===== config.mk =====
export PLATFORM = sky130hd
export DESIGN_NAME = sseg_capture_flat
export DESIGN_NICKNAME = d
export VERILOG_FILES = /design/src/rtl/sseg_capture_pkg.sv /design/src/rtl/sseg_capture_if.sv /design/src/rtl/sseg_sync2.sv /design/src/rtl/sseg_capture.sv /design/src/flat_wrapper.sv
export SDC_FILE = /design/constraint.sdc
export NUM_CORES = 1
export LEC_CHECK = 0
export ABC_AREA = 0
export CORE_UTILIZATION = 46
export CTS_CLUSTER_DIAMETER = 60
export DETAILED_ROUTE_END_ITERATION = 6
export GPL_TIMING_DRIVEN = 0
export PLACE_DENSITY = 0.71
export SLEW_MARGIN = 40
export SYNTH_ARGS = -nofsm -noshare
export SYNTH_HDL_FRONTEND = slang
export SYNTH_SLANG_ARGS = --single-unit

===== constraint.sdc =====
create_clock -name CLK -period 2.7 [get_ports CLK]
set_clock_uncertainty 0.2 [all_clocks]
set_input_delay 0.405 -clock CLK [delete_from_list [all_inputs] [get_ports CLK]]
set_output_delay 0.405 -clock CLK [all_outputs]
set_load 0.01 [all_outputs]

===== src/rtl/sseg_capture_pkg.sv =====
// -----------------------------------------------------------------------------
// sseg_capture_pkg
// Shared definitions for the 7-segment capture monitor:
//   - seg_t      : 7-bit segment pattern, [0]=a .. [6]=g, active-high
//   - GLYPH_*    : the only patterns the drive side is expected to show
//   - apair_e    : {Anode1, Anode2} encodings
//   - sample_t   : layout of the synchronized 9-bit input sample
//   - anode_pair : extracts the anode pair from a sample
// -----------------------------------------------------------------------------
package sseg_capture_pkg;

  typedef logic [6:0] seg_t;

  // Digit 1 shows the sensor state, digit 2 shows the switch state.
  localparam seg_t GLYPH_SNSA0 = 7'b0111111;
  localparam seg_t GLYPH_SNSA1 = 7'b0100011;
  localparam seg_t GLYPH_SW7_0 = 7'b0001110;
  localparam seg_t GLYPH_SW7_1 = 7'b0000011;

  // Encoded as {Anode1, Anode2}.
  typedef enum logic [1:0] {
    APAIR_NONE = 2'b00,
    APAIR_DIG2 = 2'b01,
    APAIR_DIG1 = 2'b10,
    APAIR_BOTH = 2'b11
  } apair_e;

  typedef struct packed {
    logic anode2;
    logic anode1;
    seg_t seg;
  } sample_t;

  localparam int SAMPLE_W = $bits(sample_t);

  function automatic apair_e anode_pair(input sample_t s);
    return apair_e'({s.anode1, s.anode2});
  endfunction

endpackage


===== src/rtl/sseg_capture_if.sv =====
// -----------------------------------------------------------------------------
// sseg_capture_if
// Bundles the multiplexed segment bus seen by the monitor together with the
// monitor's readback results.
//   Bus (driven by the display path / board):
//     SSEG_Data[6:0], Anode1, Anode2
//   Results (driven by sseg_capture):
//     Dig1_Raw, Dig2_Raw, SnsA_Val, SnsA_Vld, SW7_Val, SW7_Vld,
//     Update, Stall, Fault
// Modports:
//   master : the side that drives the segment bus and reads the results
//   slave  : the capture monitor
// -----------------------------------------------------------------------------
interface sseg_capture_if;
  import sseg_capture_pkg::*;

  seg_t SSEG_Data;
  logic Anode1;
  logic Anode2;

  seg_t Dig1_Raw;
  seg_t Dig2_Raw;
  logic SnsA_Val;
  logic SnsA_Vld;
  logic SW7_Val;
  logic SW7_Vld;
  logic Update;
  logic Stall;
  logic Fault;

  modport master (
    output SSEG_Data, Anode1, Anode2,
    input  Dig1_Raw, Dig2_Raw, SnsA_Val, SnsA_Vld, SW7_Val, SW7_Vld,
           Update, Stall, Fault
  );

  modport slave (
    input  SSEG_Data, Anode1, Anode2,
    output Dig1_Raw, Dig2_Raw, SnsA_Val, SnsA_Vld, SW7_Val, SW7_Vld,
           Update, Stall, Fault
  );

endinterface


===== src/rtl/sseg_sync2.sv =====
// -----------------------------------------------------------------------------
// sseg_sync2
// Two-flop synchronizer for a vector of independent asynchronous inputs.
// Each bit is synchronized on its own; no cross-bit coherence is implied,
// the caller must tolerate transient mixed samples.
// Ports:
//   clk_i : destination clock
//   rst_i : synchronous, active-high reset (both stages cleared)
//   d_i   : asynchronous input vector
//   q_o   : synchronized output vector
// -----------------------------------------------------------------------------
module sseg_sync2 #(
  parameter int DATA_W = 9
) (
  input  logic              clk_i,
  input  logic              rst_i,
  input  logic [DATA_W-1:0] d_i,
  output logic [DATA_W-1:0] q_o
);

  logic [DATA_W-1:0] meta_q;
  logic [DATA_W-1:0] sync_q;

  always_ff @(posedge clk_i) begin
    if (rst_i) begin
      meta_q <= '0;
      sync_q <= '0;
    end else begin
      meta_q <= d_i;
      sync_q <= meta_q;
    end
  end

  assign q_o = sync_q;

endmodule


===== src/rtl/sseg_capture.sv =====
// -----------------------------------------------------------------------------
// sseg_capture
// Readback monitor for the multiplexed 7-segment display. Synchronizes the
// segment bus, waits for each sample to be stable for STABLE_CYC cycles,
// then commits it into the digit register selected by the anodes and
// decodes the glyph back into the SnsA / SW7 bit it represents. Flags a
// stopped multiplexer (Stall) and an illegal anode combination (Fault).
// Ports:
//   CLK   : system clock, all state on rising edge
//   RST   : synchronous, active-high reset
//   bus   : sseg_capture_if.slave -- segment bus in, readback results out
// Parameters:
//   STABLE_CYC  : stable synchronized cycles required before a commit (>=1)
//   TIMEOUT_CYC : cycles without an Anode1 transition before Stall
//   TO_W        : timeout counter width, 2**TO_W > TIMEOUT_CYC
// -----------------------------------------------------------------------------
module sseg_capture
  import sseg_capture_pkg::*;
#(
  parameter int STABLE_CYC  = 4,
  parameter int TIMEOUT_CYC = 1024,
  parameter int TO_W        = 16
) (
  input  logic          CLK,
  input  logic          RST,
  sseg_capture_if.slave bus
);

  localparam int              ST_W    = $clog2(STABLE_CYC + 1);
  localparam logic [ST_W-1:0] ST_MAX  = ST_W'(STABLE_CYC);
  localparam logic [ST_W-1:0] ST_LAST = ST_W'(STABLE_CYC - 1);
  localparam logic [TO_W-1:0] TO_MAX  = TO_W'(TIMEOUT_CYC);
  localparam logic [TO_W-1:0] TO_LAST = TO_W'(TIMEOUT_CYC - 1);

  // ---- stage: input synchronization --------------------------------------
  logic [SAMPLE_W-1:0] raw_vec;
  logic [SAMPLE_W-1:0] samp_vec;
  sample_t             samp;

  assign raw_vec = {bus.Anode2, bus.Anode1, bus.SSEG_Data};

  sseg_sync2 #(
    .DATA_W (SAMPLE_W)
  ) u_sync (
    .clk_i (CLK),
    .rst_i (RST),
    .d_i   (raw_vec),
    .q_o   (samp_vec)
  );

  assign samp = sample_t'(samp_vec);

  // ---- stage: stability, commit, decode, timeout -------------------------
  sample_t         prev_q,     prev_d;
  logic [ST_W-1:0] stab_cnt_q, stab_cnt_d;
  logic [TO_W-1:0] to_cnt_q,   to_cnt_d;
  seg_t            dig1_q,     dig1_d;
  seg_t            dig2_q,     dig2_d;
  logic            snsa_val_q, snsa_val_d;
  logic            snsa_vld_q, snsa_vld_d;
  logic            sw7_val_q,  sw7_val_d;
  logic            sw7_vld_q,  sw7_vld_d;
  logic            upd_q,      upd_d;
  logic            stall_q,    stall_d;
  logic            fault_q,    fault_d;

  logic samp_chg;
  logic a1_chg;
  logic commit;
  logic to_evt;

  assign samp_chg = (samp != prev_q);
  assign a1_chg   = (samp.anode1 != prev_q.anode1);
  // Commit on the cycle the stability counter steps onto STABLE_CYC, so the
  // registered result appears together with the counter reaching its cap.
  // Once saturated the counter no longer matches ST_LAST: one commit/window.
  assign commit   = !samp_chg && (stab_cnt_q == ST_LAST);
  // Timeout fires once, on the step onto TIMEOUT_CYC.
  assign to_evt   = !a1_chg && (to_cnt_q == TO_LAST);

  always_comb begin
    prev_d     = samp;
    stab_cnt_d = stab_cnt_q;
    to_cnt_d   = to_cnt_q;
    dig1_d     = dig1_q;
    dig2_d     = dig2_q;
    snsa_val_d = snsa_val_q;
    snsa_vld_d = snsa_vld_q;
    sw7_val_d  = sw7_val_q;
    sw7_vld_d  = sw7_vld_q;
    upd_d      = 1'b0;
    stall_d    = stall_q;
    fault_d    = fault_q;

    if (samp_chg) begin
      stab_cnt_d = '0;
    end else if (stab_cnt_q != ST_MAX) begin
      stab_cnt_d = stab_cnt_q + ST_W'(1);
    end

    if (a1_chg) begin
      to_cnt_d = '0;
    end else if (to_cnt_q != TO_MAX) begin
      to_cnt_d = to_cnt_q + TO_W'(1);
    end

    if (commit) begin
      case (anode_pair(samp))
        APAIR_DIG1: begin
          dig1_d  = samp.seg;
          upd_d   = 1'b1;
          fault_d = 1'b0;
          if (samp.seg == GLYPH_SNSA0) begin
            snsa_val_d = 1'b0;
            snsa_vld_d = 1'b1;
          end else if (samp.seg == GLYPH_SNSA1) begin
            snsa_val_d = 1'b1;
            snsa_vld_d = 1'b1;
          end else begin
            snsa_vld_d = 1'b0;
          end
        end
        APAIR_DIG2: begin
          dig2_d  = samp.seg;
          upd_d   = 1'b1;
          fault_d = 1'b0;
          if (samp.seg == GLYPH_SW7_0) begin
            sw7_val_d = 1'b0;
            sw7_vld_d = 1'b1;
          end else if (samp.seg == GLYPH_SW7_1) begin
            sw7_val_d = 1'b1;
            sw7_vld_d = 1'b1;
          end else begin
            sw7_vld_d = 1'b0;
          end
        end
        default: begin
          // Both or neither anode lit: nothing to capture, only flag it.
          fault_d = 1'b1;
        end
      endcase
    end

    // Applied after the commit so a coincident timeout wins for Vld while
    // the raw capture and Update still go through.
    if (to_evt) begin
      stall_d    = 1'b1;
      snsa_vld_d = 1'b0;
      sw7_vld_d  = 1'b0;
    end else if (a1_chg) begin
      stall_d = 1'b0;
    end
  end

  always_ff @(posedge CLK) begin
    if (RST) begin
      prev_q     <= '0;
      stab_cnt_q <= '0;
      to_cnt_q   <= '0;
      dig1_q     <= '0;
      dig2_q     <= '0;
      snsa_val_q <= 1'b0;
      snsa_vld_q <= 1'b0;
      sw7_val_q  <= 1'b0;
      sw7_vld_q  <= 1'b0;
      upd_q      <= 1'b0;
      stall_q    <= 1'b0;
      fault_q    <= 1'b0;
    end else begin
      prev_q     <= prev_d;
      stab_cnt_q <= stab_cnt_d;
      to_cnt_q   <= to_cnt_d;
      dig1_q     <= dig1_d;
      dig2_q     <= dig2_d;
      snsa_val_q <= snsa_val_d;
      snsa_vld_q <= snsa_vld_d;
      sw7_val_q  <= sw7_val_d;
      sw7_vld_q  <= sw7_vld_d;
      upd_q      <= upd_d;
      stall_q    <= stall_d;
      fault_q    <= fault_d;
    end
  end

  // ---- stage: outputs ----------------------------------------------------
  assign bus.Dig1_Raw = dig1_q;
  assign bus.Dig2_Raw = dig2_q;
  assign bus.SnsA_Val = snsa_val_q;
  assign bus.SnsA_Vld = snsa_vld_q;
  assign bus.SW7_Val  = sw7_val_q;
  assign bus.SW7_Vld  = sw7_vld_q;
  assign bus.Update   = upd_q;
  assign bus.Stall    = stall_q;
  assign bus.Fault    = fault_q;

endmodule


===== src/flat_wrapper.sv =====
// flat-port wrapper written by rule: the top's interface ports become plain ports
module sseg_capture_flat import sseg_capture_pkg::*;
#(
  parameter int STABLE_CYC  = 4,
  parameter int TIMEOUT_CYC = 1024,
  parameter int TO_W        = 16
)
  (CLK, RST, bus_SSEG_Data, bus_Anode1, bus_Anode2, bus_Dig1_Raw, bus_Dig2_Raw, bus_SnsA_Val, bus_SnsA_Vld, bus_SW7_Val, bus_SW7_Vld, bus_Update, bus_Stall, bus_Fault);
  sseg_capture_if bus_i ();
  input  logic CLK;
  input  logic RST;
  input wire logic [$bits(bus_i.SSEG_Data)-1:0] bus_SSEG_Data;
  input wire logic [$bits(bus_i.Anode1)-1:0] bus_Anode1;
  input wire logic [$bits(bus_i.Anode2)-1:0] bus_Anode2;
  output wire logic [$bits(bus_i.Dig1_Raw)-1:0] bus_Dig1_Raw;
  output wire logic [$bits(bus_i.Dig2_Raw)-1:0] bus_Dig2_Raw;
  output wire logic [$bits(bus_i.SnsA_Val)-1:0] bus_SnsA_Val;
  output wire logic [$bits(bus_i.SnsA_Vld)-1:0] bus_SnsA_Vld;
  output wire logic [$bits(bus_i.SW7_Val)-1:0] bus_SW7_Val;
  output wire logic [$bits(bus_i.SW7_Vld)-1:0] bus_SW7_Vld;
  output wire logic [$bits(bus_i.Update)-1:0] bus_Update;
  output wire logic [$bits(bus_i.Stall)-1:0] bus_Stall;
  output wire logic [$bits(bus_i.Fault)-1:0] bus_Fault;
  assign bus_i.SSEG_Data = bus_SSEG_Data;
  assign bus_i.Anode1 = bus_Anode1;
  assign bus_i.Anode2 = bus_Anode2;
  assign bus_Dig1_Raw = bus_i.Dig1_Raw;
  assign bus_Dig2_Raw = bus_i.Dig2_Raw;
  assign bus_SnsA_Val = bus_i.SnsA_Val;
  assign bus_SnsA_Vld = bus_i.SnsA_Vld;
  assign bus_SW7_Val = bus_i.SW7_Val;
  assign bus_SW7_Vld = bus_i.SW7_Vld;
  assign bus_Update = bus_i.Update;
  assign bus_Stall = bus_i.Stall;
  assign bus_Fault = bus_i.Fault;
  sseg_capture #(.STABLE_CYC(STABLE_CYC), .TIMEOUT_CYC(TIMEOUT_CYC), .TO_W(TO_W)) u_core (.CLK(CLK), .RST(RST), .bus(bus_i));
endmodule

Word-level counts from Yosys, hierarchy flattened
Cells that the tools add are included.
Widths: inputs -> output; s select.
Operators by class
  bitwise logic cells: 1
  eq/ne operators: 12
  reduce and logical (&&, ||, !) cells: 16
  add/subtract/negate cells: 2
  multiplexer cells: 12
Operator list (count)
  $add 16x1->16 const B: 1
  $eq 16x10->1 const B: 1
  $ne 16x11->1 const B: 1
  $eq 7x6->1 const B: 2
  $mux 1: 12
  $reduce_or 2->1: 5
  $ne 9x9->1: 1
  $eq 7x2->1 const B: 1
  $eq 7x4->1 const B: 1
  $reduce_and 3->1: 2
  $reduce_bool 2->1: 3
  $reduce_and 2->1: 2
  $add 3x1->3 const B: 1
  $eq 3x2->1 const B: 1
  $ne 3x3->1 const B: 1
  $eq 2x1->1 const B: 1
  $eq 2x2->1 const B: 1
  $logic_and 1x1->1: 2
  $logic_not 1->1: 2
  $ne 1x1->1: 1
  $not 1->1: 1
Storage, ports and cells
  input port bits: 11
  register bits: 67
  output and inout bits: 21
  logic and storage cells: 59

Longest topological paths before layout
Gate-level depths: netlist (run 1).
  depth in word-level cells: 5
  depth in mapped cells: 7
  mapped depth without buffers: 7

Modules after synthesis
A second synthesis (run 1) with hierarchy kept.
Second synthesis, totals
  cell total of the unflattened synthesis: 261
  area, all modules: 2593.7 sq um
Modules (own cells, without submodules)
  sseg_capture: area each 2104.5 sq um, cells an instance 224, seq. area each 980.9 sq um, instances 1
  sseg_sync2: area each 489.2 sq um, cells an instance 37, seq. area each 360.3 sq um, instances 1

Worst setup path after synthesis (run 1)
Ideal clock, no wire load.
  path kind: flip-flop to flip-flop
  start point: reg u_core.stab_cnt_q[0]
  end point: reg u_core.snsa_val_q (netlist: u_core.bus.SnsA_Val)
  setup time: 0.103 ns
  buffers on the path: 0
  setup slack: 0.393 ns
  clock period less this slack: 2.307 ns
  arrival: 2.003 ns
  data required time: 2.397 ns
  stages on the path, launching flop included: 8
  cell sequence: dfxtp_1 ha_1 ha_1 nand2_1 nor4b_2 or4b_4 o31a_1 a2111oi_2
Between the ends
  word-level cells in the longest chain between the ends: 3
Ends and longest elaborated chain
  start: declaration: RTL line sseg_capture.sv:55  | logic [ST_W-1:0] stab_cnt_q, stab_cnt_d;
  start signal: assignment: RTL line sseg_capture.sv:171  | stab_cnt_q <= stab_cnt_d;
  $eq 3x2->1: RTL line sseg_capture.sv:77  | assign commit = !samp_chg && (stab_cnt_q == ST_LAST);
  $logic_and 1x1->1: RTL line sseg_capture.sv:77
  $reduce_and 3->1 (no source line)
  end signal: assignment: RTL line sseg_capture.sv:175  | snsa_val_q <= snsa_val_d;
  end: declaration: RTL line sseg_capture.sv:59  | logic snsa_val_q, snsa_val_d;
Every way passes these cells.
A chain may end at the register's enable or synchronous reset.

Worst setup path after layout (run 1)
  start point: reg u_core.stab_cnt_q[1]
  end point: reg u_core.snsa_val_q (netlist: u_core.bus.SnsA_Val)
The elaborated chain is that of the path after synthesis.

==> impl_metrics.ini, run 1 <==
[outcome]
outcome = finished clean

[synth]
ys_types = 38
async_reset_ff_share_pct = 0
synthTopCellsByArea = dfxtp_1, mux2i_1, nor2b_1
syn_nets = 286
netlist_area_mm2 = 0.00265
synth_largest_type_area_fraction_pct = 50.5
synth_commonest_cells = dfxtp_1, nor2_1, nor2b_1
yosysTopAreaCell = dfxtp_1
synth_area_per_cell_um2 = 9.90
ys.warnings.count = 0
synth-seq-area-share_pct = 50.5
ys_ff_latch = 67
synth_most_common_cell = dfxtp_1
synth_edf_count = 0
synthFlopType = dfxtp_1
syn_inst = 268

[worst_setup_path]
regToRegSetupSlack_ps = 230
arrival_ps = 2510
worstPathRequired_ps = 2740
critPathMaxFanout = 4
path_cells = ha_1 > ha_2 > nand2_1 > nor4b_2 > or4b_4 > o31a_1 > a2111oi_2
path_class = reg -> reg
max_stage_delay_ps = 500
crit_path_start_kind = register
end_kind = register
slowest_stage = or4b_4

[die]
start_util_pct = 47.9
core_area_mm2 = 0.00554
dieArea_mm2 = 0.00608
fp.dieH_um = 78.0
chipWidth_um = 78.0
rows = 27
design.portCount = 32

[timing]
setup_slack_ps = 227
fin_tns_setup_ps = 0
slew_violations = 0
maxSlewHeadroom_pct = 53.0
hold_viol = 0
worst_slew_pin_slew_ps = 700
max_freq_mhz = 404
whs_ps = 235
setup_viol = 0
period_needed_ps = 2470
rsz0062_at_grt = no
finalCritPeriodShare_pct = 91.6

[placed_design]
port_buffers = 31
post-place-ws_ps = 237
routabilityCongestion = 0.776
hpwl_um = 3280

[clock_tree]
ctsRootBufferMaster = clkbuf_8
cts_tree = built
path_clk_slew_ps = 70
cts_made_buffers = 9
h-tree-depth = 3
clock_path_buffers = 2
cts_setup_buffers = 0
clk_latency_ps = 350
clock_sinks = 67

[pwr]
leakage_nw = 1.15
p_per_area_mw_per_mm2 = 615
max-vdd-ir-drop_mv = 0.310

[layout]
num-nets-final = 328
area_growth_pct = 23.3
final_util_pct = 59.1
antennaDiodeCount = 0
drive_above_1_share_pct = 9.52

[detailed_routing]
drt-pass1-iter-count = 5
vias = 1874
post-route-drc-count = 0
wirelength_um = 4900
wl_per_cell_um = 12.7
viasPerCell = 4.84
ant_nets = 0
first_iter_violations = 126

[global_routing]
grt_max_degree = 12
grt_antenna_before_repair = 0
grt_pass1_vias = 1776
grt-ovfl-total = 0
grtUsageTotal_pct = 18.3
grt_pass1_wl_um = 8390

[flow_run]
maxCapViolCount = 0

[hold_path]
hold_path_class = reg -> reg
## metal layers
| layer | up-vias | global-route usage, % | share of wire, % |
|---|---|---|---|
| li1 | 980 | - | - |
| met1 | 853 | 25.1 | 50 |
| met2 | 37 | 25.7 | 44 |
| met3 | 4 | 5.88 | 4.0 |
| met4 | 0 | 9.44 | 1.2 |
| met5 | - | 0 | 0 |
## timing repair
item | in CTS | in global routing
hold buffers | 0 | 0
resized for setup | 0 | 2
setup endpoints to repair | 0 | 1
## path summary, 6_finish.rpt
kind / from / endpoint / depth (start not counted)
setup reg to reg: u_core.stab_cnt_q[1] / u_core.bus.SnsA_Val / 7
hold reg to reg: u_core.u_sync.meta_q[4] / u_core.u_sync.q_o[4] / 1
setup / recovery: u_core.stab_cnt_q[1] / u_core.bus.SnsA_Val / 7
hold / removal: u_core.u_sync.meta_q[4] / u_core.u_sync.q_o[4] / 1
## report_power, final
group | internal, mW | leakage, nW | switching, mW | total, mW
combinational | 0.0496 | 0.500 | 0.0570 | 0.107
sequential | 1.01 | 0.545 | 0.0169 | 1.03
clock | 0.503 | 0.102 | 0.378 | 0.880
total | 1.56 | 1.15 | 0.452 | 2.01
## critical path, delay by kind of cell, from the launching register on
family	cells	cell delay, ps
fa+ha+maj	2	380
compound gates	2	530
flops	1	360
simple gates	3	910
## logic make-up (layout without fill, tap and decap cells)
family          count (synthesis)  in the layout  share of synthesized area [%]
flops                          67             67                           50.5
xor+xnor                       21             21                           7.50
simple gates                  116            116                           24.4
compound gates                 18             18                           4.24
buf+inv                        23             70                           4.01
fa+ha+maj                       7              7                           3.30
mux                            16             16                           6.03
## stage by stage
stage / power [mW] / cell area [um^2] / cells
finish: 2.01 / 3270 / 387
global route: 2.08 / 3270 / 387
CTS: 2.03 / 3270 / 387
detailed placement: 1.16 / 3050 / 371
global placement: 1.15 / 3050 / 371
floorplan: 1.12 / 2650 / 268
## cell type report
| type | count | area [um^2] |
|---|---|---|
| clock buffers | 13 | 169 |
| repair buffers | 31 | 310 |
| well taps | 72 | 90.1 |
| multi-input cells | 178 | 1210 |
| clock inverters | 3 | 45.0 |
| plain buffers | 13 | 68.8 |
| flip-flops and latches | 67 | 1340 |
| inverters | 10 | 37.5 |
| fillers | 489 | 2270 |
## sequential cells by signal (all words and copies together) (netlist names)
register / flops
u_core.u_sync.meta_q: 9
u_core.bus.SnsA_Vld: 1
u_core.bus.Stall: 1
u_core.bus.Fault: 1
u_core.bus.Dig1_Raw: 7
u_core.bus.SnsA_Val: 1
u_core.bus.SW7_Val: 1
u_core.bus.Update: 1
u_core.to_cnt_q: 16
u_core.u_sync.q_o: 9
u_core.prev_q: 9
u_core.bus.SW7_Vld: 1
u_core.bus.Dig2_Raw: 7
u_core.stab_cnt_q: 3
## placed cells by master (no fill, tap or decap), types with 2 or more instances in the layout
master           count
nand4_2              2
clkbuf_1             9
clkbuf_8            12
a211oi_1             2
o21ai_0              3
mux2i_1             16
nor3_1               6
clkdlybuf4s50_1     31
nor2b_1             25
and3_1               3
xnor2_1             12
buf_6                2
nand2b_1             3
or3_1                7
nand2_1             10
nor4_1               2
dfxtp_1             66
clkinvlp_4           2
xnor2_2              2
nand3_1             12
xor2_1               7
inv_1               10
a21oi_1             10
ha_1                 6
and4_1               2
nor2_1              35
(Power assumes the default switching activity.)
==> run 2, diff against run 1 <==
--- a/config.mk
+++ b/config.mk
@@ -11,6 +11,7 @@
 export DETAILED_ROUTE_END_ITERATION = 6
 export GPL_TIMING_DRIVEN = 0
 export PLACE_DENSITY = 0.71
+export SKIP_CTS_REPAIR_TIMING = 1
 export SLEW_MARGIN = 40
 export SYNTH_ARGS = -nofsm -noshare
 export SYNTH_HDL_FRONTEND = slang
==> results of run 2 <==
Same layout as run 1: the final DEF is identical, and so are final timing and power.
